`src/rtl/amiga_bus_initiator.sv`:
```
// 68040-style local-bus master for the CLK40 bus: arbitrates, issues TSn and runs single or
// 4-beat line transfers, ending each beat on TACKn, TEAn or a wait-state timeout.
module amiga_bus_initiator #(
  parameter int         TIMEOUT_CYC = 256,
  parameter logic [1:0] TT_NORMAL   = 2'b00,
  parameter logic [2:0] TM_DATA     = 3'b001
) (
  input  logic         CLK40,
  input  logic         RESET,
  input  logic         REQ,
  input  logic [31:0]  REQ_A,
  input  logic         REQ_RNW,
  input  logic [1:0]   REQ_SIZ,
  input  logic [127:0] REQ_WD,
  output logic         BUSY,
  output logic         DONE,
  output logic [1:0]   ERR,
  output logic [31:0]  RD,
  output logic         RD_VALID,
  output logic         BRn,
  input  logic         BGn,
  input  logic         BBn_IN,
  output logic         BBn_OUT,
  output logic         BB_OE,
  output logic         TSn,
  output logic [31:0]  A_OUT,
  output logic         ADDR_OE,
  output logic [1:0]   TT_OUT,
  output logic [2:0]   TM_OUT,
  output logic [1:0]   SIZ_OUT,
  output logic         RNW_OUT,
  output logic [31:0]  D_OUT,
  output logic         D_OE,
  input  logic [31:0]  D_IN,
  input  logic         TACKn,
  input  logic         TEAn,
  output logic [2:0]   dbg_state
);

  // Engine handshake: REQ is a request-valid that is only taken while BUSY=0 (IDLE); the
  // REQ_* fields are latched on that edge. BUSY stays high until the cycle after DONE.
  typedef enum logic [2:0] {
    S_IDLE  = 3'd0,
    S_ARB   = 3'd1,
    S_START = 3'd2,
    S_DATA  = 3'd3,
    S_END   = 3'd4
  } state_t;

  localparam logic [9:0] TMO_LAST = 10'(TIMEOUT_CYC - 1);

  state_t       state, state_nxt;
  logic         rnw_q;
  logic [1:0]   siz_q;
  logic [31:0]  a_q;
  logic [127:0] wd_q;
  logic [1:0]   beat_q;
  logic [9:0]   tcnt_q;
  logic [31:0]  a_out_q;
  logic [31:0]  d_out_q;
  logic [31:0]  rd_q;
  logic         rd_valid_q;
  logic [1:0]   err_q;

  logic is_line, tea, tack, last_beat, timeout, granted;

  assign is_line   = (siz_q == 2'b11);
  assign tea       = !TEAn;
  assign tack      = !TACKn && TEAn;
  assign last_beat = !is_line || (beat_q == 2'd3);
  assign timeout   = TEAn && TACKn && (tcnt_q == TMO_LAST);
  assign granted   = !BGn && BBn_IN;

  // 68040 lane placement: bytes and words are replicated across the 32-bit data bus.
  function automatic logic [31:0] lane_data(input logic [1:0] siz, input logic [127:0] wd,
                                            input logic [1:0] beat);
    case (siz)
      2'b01:   lane_data = {4{wd[7:0]}};
      2'b10:   lane_data = {2{wd[15:0]}};
      2'b11:   lane_data = wd[32*int'(beat) +: 32];
      default: lane_data = wd[31:0];
    endcase
  endfunction

  always_ff @(posedge CLK40 or posedge RESET) begin
    if (RESET) state <= S_IDLE;
    else       state <= state_nxt;
  end

  always_comb begin
    state_nxt = state;
    case (state)
      S_IDLE:  if (REQ) state_nxt = S_ARB;
      S_ARB:   if (granted) state_nxt = S_START;
      S_START: state_nxt = S_DATA;
      S_DATA: begin
        if (tea || (tack && last_beat) || timeout) state_nxt = S_END;
      end
      S_END:   state_nxt = S_IDLE;
      default: state_nxt = S_IDLE;
    endcase
  end

  always_comb begin
    BRn     = 1'b1;
    BB_OE   = 1'b0;
    BBn_OUT = 1'b1;
    TSn     = 1'b1;
    ADDR_OE = 1'b0;
    D_OE    = 1'b0;
    BUSY    = 1'b0;
    DONE    = 1'b0;
    case (state)
      S_ARB: begin
        BRn  = 1'b0;
        BUSY = 1'b1;
      end
      S_START, S_DATA: begin
        BB_OE   = 1'b1;
        BBn_OUT = 1'b0;
        TSn     = (state != S_START);
        ADDR_OE = 1'b1;
        D_OE    = !rnw_q;
        BUSY    = 1'b1;
      end
      // BBn is actively driven high for one cycle before the driver is released.
      S_END: begin
        BB_OE = 1'b1;
        BUSY  = 1'b1;
        DONE  = 1'b1;
      end
      default: ;
    endcase
  end

  always_ff @(posedge CLK40 or posedge RESET) begin
    if (RESET) begin
      rnw_q      <= 1'b0;
      siz_q      <= 2'b00;
      a_q        <= '0;
      wd_q       <= '0;
      beat_q     <= 2'd0;
      tcnt_q     <= '0;
      a_out_q    <= '0;
      d_out_q    <= '0;
      rd_q       <= '0;
      rd_valid_q <= 1'b0;
      err_q      <= 2'b00;
    end else begin
      rd_valid_q <= 1'b0;
      case (state)
        S_IDLE: begin
          if (REQ) begin
            rnw_q <= REQ_RNW;
            siz_q <= REQ_SIZ;
            a_q   <= REQ_A;
            wd_q  <= REQ_WD;
            err_q <= 2'b00;
          end
        end
        S_ARB: begin
          if (granted) begin
            a_out_q <= is_line ? {a_q[31:4], 4'b0000} : a_q;
            d_out_q <= lane_data(siz_q, wd_q, 2'd0);
            beat_q  <= 2'd0;
            tcnt_q  <= '0;
          end
        end
        S_DATA: begin
          if (tea) begin
            err_q <= 2'b01;
          end else if (tack) begin
            if (rnw_q) begin
              rd_q       <= D_IN;
              rd_valid_q <= 1'b1;
            end
            if (last_beat) begin
              err_q <= 2'b00;
            end else begin
              beat_q       <= beat_q + 2'd1;
              a_out_q[3:2] <= a_out_q[3:2] + 2'd1;
              d_out_q      <= lane_data(siz_q, wd_q, beat_q + 2'd1);
              tcnt_q       <= '0;
            end
          end else if (timeout) begin
            err_q <= 2'b10;
          end else begin
            tcnt_q <= tcnt_q + 10'd1;
          end
        end
        default: ;
      endcase
    end
  end

  assign ERR       = err_q;
  assign RD        = rd_q;
  assign RD_VALID  = rd_valid_q;
  assign A_OUT     = a_out_q;
  assign D_OUT     = d_out_q;
  assign TT_OUT    = TT_NORMAL;
  assign TM_OUT    = TM_DATA;
  assign SIZ_OUT   = siz_q;
  assign RNW_OUT   = rnw_q;
  assign dbg_state = state;

endmodule

```
`config.mk`:
```
export PLATFORM = sky130hd
export DESIGN_NAME = amiga_bus_initiator
export DESIGN_NICKNAME = d
export VERILOG_FILES = /design/src/rtl/amiga_bus_initiator.sv
export SDC_FILE = /design/constraint.sdc
export NUM_CORES = 1
export LEC_CHECK = 0
export ABC_AREA = 1
export BUFFER_PORTS_ARGS = -buffer_cell sky130_fd_sc_hd__buf_2
export CAP_MARGIN = 5
export CORE_UTILIZATION = 58
export DETAILED_ROUTE_END_ITERATION = 10
export GPL_TIMING_DRIVEN = 0
export PLACE_DENSITY_LB_ADDON = 0.25
export SYNTH_ARGS = -nofsm -noshare
export SYNTH_HDL_FRONTEND = slang
export SYNTH_SLANG_ARGS = --single-unit
```
`constraint.sdc`:
```
create_clock -name CLK40 -period 15.65 [get_ports CLK40]
set_input_delay 3.13 -clock CLK40 [delete_from_list [all_inputs] [get_ports CLK40]]
set_output_delay 3.13 -clock CLK40 [all_outputs]
set_load 0.02 [all_outputs]
```
==> impl_metrics.py <==
metrics = {
    "die": {
        "fp.coreArea_mm2": 0.0218,
        "die_area_mm2": 0.0229,
        "io-pin-count": 320,
        "die_h_um": 151,
        "rows": 54,
        "initial_core_util_pct": 59.3,
        "die_width_um": 151,
    },
    "logic_synthesis": {
        "synth-compound-area-share_pct": 3.91,
        "synth_cells": 1464,
        "synth_mux_area_share_pct": 12.2,
        "post_synth_simple_gate_area_pct": 23.8,
        "number_of_synthesis_warnings": 0,
        "synthesis_stage_register_bit_count": 277,
        "synth_seq_area_share_pct": 53.6,
        "syn_area_mm2": 0.0129,
        "synth_top_family_by_area": "simple AND/OR/NAND/NOR gates",
        "synth.avg_cell_area_um2": 8.84,
        "synthDistinctLibCells": 33,
        "synth-adder-area-share_pct": 0.580,
        "synth_xor_area_share_pct": 0.203,
    },
    "clocking": {
        "cts.repair.resized": 0,
        "clk-insertion-delay-late_ns": 0.55,
        "cts_hold_repair.buffers": 0,
        "clock-root-buffer": "sky130_fd_sc_hd__clkbuf_16",
        "ctsLongestPathBuffers": 3,
        "tritoncts": "built",
        "post_cts_clock_slew_at_the_launch_and_capture_registers_of_the_worst_setup_and_hold_paths_ns": 0.06,
        "clock_tree.htree_level_count": 1,
        "cts_post_setup_buffers_inserted": 0,
        "clock-sinks": 277,
        "cts_buffers": 29,
    },
    "pwr": {
        "leakagePower_nw": 8.61,
        "post-layout-total-power_mw": 3.64,
        "cell_area_power_density_mw_per_mm2": 227,
        "worst_ir_drop_on_vdd_v": 0.000147,
    },
    "hold_path": {
        "hold_class": "register to register",
    },
    "critical_path": {
        "max_stage_delay_ns": 0.45,
        "path_max_fanout": 10,
        "critical_path.startpoint_type": "register",
        "critical_path_class": "register to primary output",
        "critical_path.n_buffers_inverters": 4,
        "cp-end-kind": "primary output",
        "timing.critical_path.slowest_stage_cell": "sky130_fd_sc_hd__dfrtp_1",
        "worst_ep_required_time_ns": 12.52,
        "cpLargestDelayFamily": "buffers and inverters",
        "worst_ep_arrival_time_ns": 2.02,
        "cpMostUsedCell": "sky130_fd_sc_hd__nand2_1",
        "timing.critical_path.cells": "nand2_1 > nor2_4 > inv_2 > buf_2 > nand2_1 > inv_1 > nand2_1 > buf_2",
    },
    "route": {
        "routed_via_density": 5.26,
        "drt-wirelength-per-cell_um": 17.2,
        "final_antenna_net_count": 0,
        "drc": 0,
        "dr.first_iter.drc_count": 758,
        "final_wirelength_um": 36400,
        "firstDrtPassIters": 6,
        "detailroute.via_count": 11200,
    },
    "status": {
        "status": "finished, final reports clean",
    },
    "global_routing": {
        "pin_count_of_the_biggest_net_entering_global_routing": 105,
        "grt_pass1_vias": 10700,
        "global_route.usage.total_pct": 32.5,
        "antenna_found_initial": 2,
        "grt_first_pass_wirelength_um": 56300,
        "globalRouteOverflowTotal": 0,
    },
    "sta": {
        "finalClockSkew_ns": 0.00908,
        "final.period_utilization_pct": 32.9,
        "final_slew_violations": 0,
        "hold_violations": 0,
        "max_freq_mhz": 194,
        "timing.setup.tns_ns": 0,
        "post-route-worst-setup-slack_ns": 10.50,
        "report.final.setup_viol": 0,
        "worstMarginPinSlew_ns": 0.635,
        "finalCriticalPeriod_ns": 5.15,
        "unrepaired_setup_endpoints_after_global_routing": "no",
        "maxSlewHeadroom_pct": 57.7,
    },
    "cells_and_area": {
        "fin_area_mm2": 0.0160,
        "syn_to_final_growth_pct": 23.8,
        "final_nets": 2022,
        "drive_gt1_share_pct": 28.2,
        "mostFrequentLayoutCells": "sky130_fd_sc_hd__nand2_1 (501), sky130_fd_sc_hd__buf_2 (346), sky130_fd_sc_hd__dfrtp_1 (277), sky130_fd_sc_hd__nor2_1 (145), sky130_fd_sc_hd__nand3_1 (98)",
        "fillers": 1688,
        "layout_commonest_cell": "sky130_fd_sc_hd__nand2_1",
    },
    "placed_design": {
        "gpl_congestion": 0.921,
        "place.detailed.hpwl_um": 27700,
        "placed_cell_area_mm2": 0.0149,
        "numPortBuffers": 314,
        "preCtsSetupSlack_ns": 11.04,
    },
    "flow_run": {
        "maxCapViolCount": 0,
    },
}
[cell families (layout without fill, tap and decap cells)]
kind of cell / Yosys count / in the layout
XOR/XNOR: 3 / 3
AND/OR/NAND/NOR: 766 / 766
AO/OA/AOI/OAI: 99 / 99
other: 2 / 8
buffers and inverters: 171 / 541
flip-flops: 277 / 277
adder cells (fa/ha/maj): 6 / 6
multiplexers: 140 / 140
[sequential cells by signal, indices dropped and copies added, names as in the netlist]
name       count
A_OUT         32
D_OUT         32
ERR            2
RD            32
RD_VALID       1
RNW_OUT        1
SIZ_OUT        2
a_q           32
beat_q         2
dbg_state      3
tcnt_q        10
wd_q         128
[final cells by class]
| cell class | count | area (um^2) | area share (%) |
|---|---|---|---|
| inverter | 93 | 357 | 2.23 |
| clock buffer | 43 | 858 | 5.36 |
| buffer | 78 | 389 | 2.43 |
| clock inverter | 11 | 213 | 1.33 |
| sequential | 277 | 6930 | 43.3 |
| tap | 280 | 350 | 2.19 |
| timing repair buffer | 316 | 1630 | 10.2 |
| antenna | 3 | 7.51 | 0.0469 |
| multi-input combinational | 1019 | 5280 | 33.0 |
[worst paths after layout]
path                                  end  slack (ns)          from  cells after the start
worst max-delay path                BB_OE       10.50  dbg_state[1]                      8
worst min-delay path             D_OUT[4]        0.47      D_OUT[4]                      2
worst max register to register   D_OUT[3]       13.39     beat_q[0]                     11
worst min register to register   D_OUT[4]        0.47      D_OUT[4]                      2
max in group asynchronous        wd_q[47]       12.10         RESET                      3
min in group asynchronous       A_OUT[27]        2.66         RESET                      2
[layer usage]
metal  GRT usage (%)  part of all wire (%)  routed length [um]
met1            43.2                    41               15000
met4            11.6                   3.2                1180
met5               0                     0                   0
met3            5.39                   7.9                2870
met2            53.7                    48               17400
[tightest hold or removal path, stage by stage (launching register included)]
cell and delay [ns]:
sky130_fd_sc_hd__dfrtp_1 0.34, sky130_fd_sc_hd__nand2_1 0.05, sky130_fd_sc_hd__nand2_1 0.05
[power breakdown]
part | switching (mW) | internal [mW]
registers | 0.224 | 1.05
clock network | 0.282 | 0.477
logic | 1.01 | 0.593
[synthesized netlist by cell type]
cell	instances	area share, %
sky130_fd_sc_hd__mux2_1	51	4.4
sky130_fd_sc_hd__ha_1	6	0.58
sky130_fd_sc_hd__nand2_1	501	15
sky130_fd_sc_hd__dfrtp_1	277	54
sky130_fd_sc_hd__nor2_2	2	0.097
sky130_fd_sc_hd__or2_2	2	0.097
sky130_fd_sc_hd__o21ai_1	1	0.039
sky130_fd_sc_hd__clkbuf_1	26	0.75
sky130_fd_sc_hd__or2_0	1	0.048
sky130_fd_sc_hd__nor2_1	145	4.2
sky130_fd_sc_hd__nand2_2	2	0.097
sky130_fd_sc_hd__nor3_1	1	0.039
sky130_fd_sc_hd__nand3b_1	1	0.058
sky130_fd_sc_hd__o31ai_1	1	0.058
sky130_fd_sc_hd__buf_4	11	0.64
sky130_fd_sc_hd__clkinv_1	4	0.12
sky130_fd_sc_hd__o21bai_1	1	0.058
sky130_fd_sc_hd__inv_2	7	0.20
sky130_fd_sc_hd__inv_1	82	2.4
sky130_fd_sc_hd__a21oi_1	64	2.5
sky130_fd_sc_hd__o21ai_0	30	1.2
sky130_fd_sc_hd__o211ai_1	2	0.12
sky130_fd_sc_hd__mux2_2	89	7.7
sky130_fd_sc_hd__nand4_1	7	0.34
sky130_fd_sc_hd__nand2_4	2	0.17
sky130_fd_sc_hd__conb_1	2	0.058
sky130_fd_sc_hd__nand3_1	98	3.8
sky130_fd_sc_hd__nand3_2	1	0.077
sky130_fd_sc_hd__buf_6	2	0.17
sky130_fd_sc_hd__buf_1	7	0.20
sky130_fd_sc_hd__nor2_4	3	0.26
sky130_fd_sc_hd__xor2_1	3	0.20
sky130_fd_sc_hd__buf_2	32	1.2
[stage by stage]
step	utilization (%)	hold WS (ns)	instances
after floorplan	-	0.453	1467
after CTS	73.4	0.479	2117
after detailed placement	68.4	0.462	2063
final	73.4	0.473	2120
after global routing	73.4	0.487	2117
after global placement	68.2	0.457	2061
No activity file was read; power rests on OpenSTA's default activity.
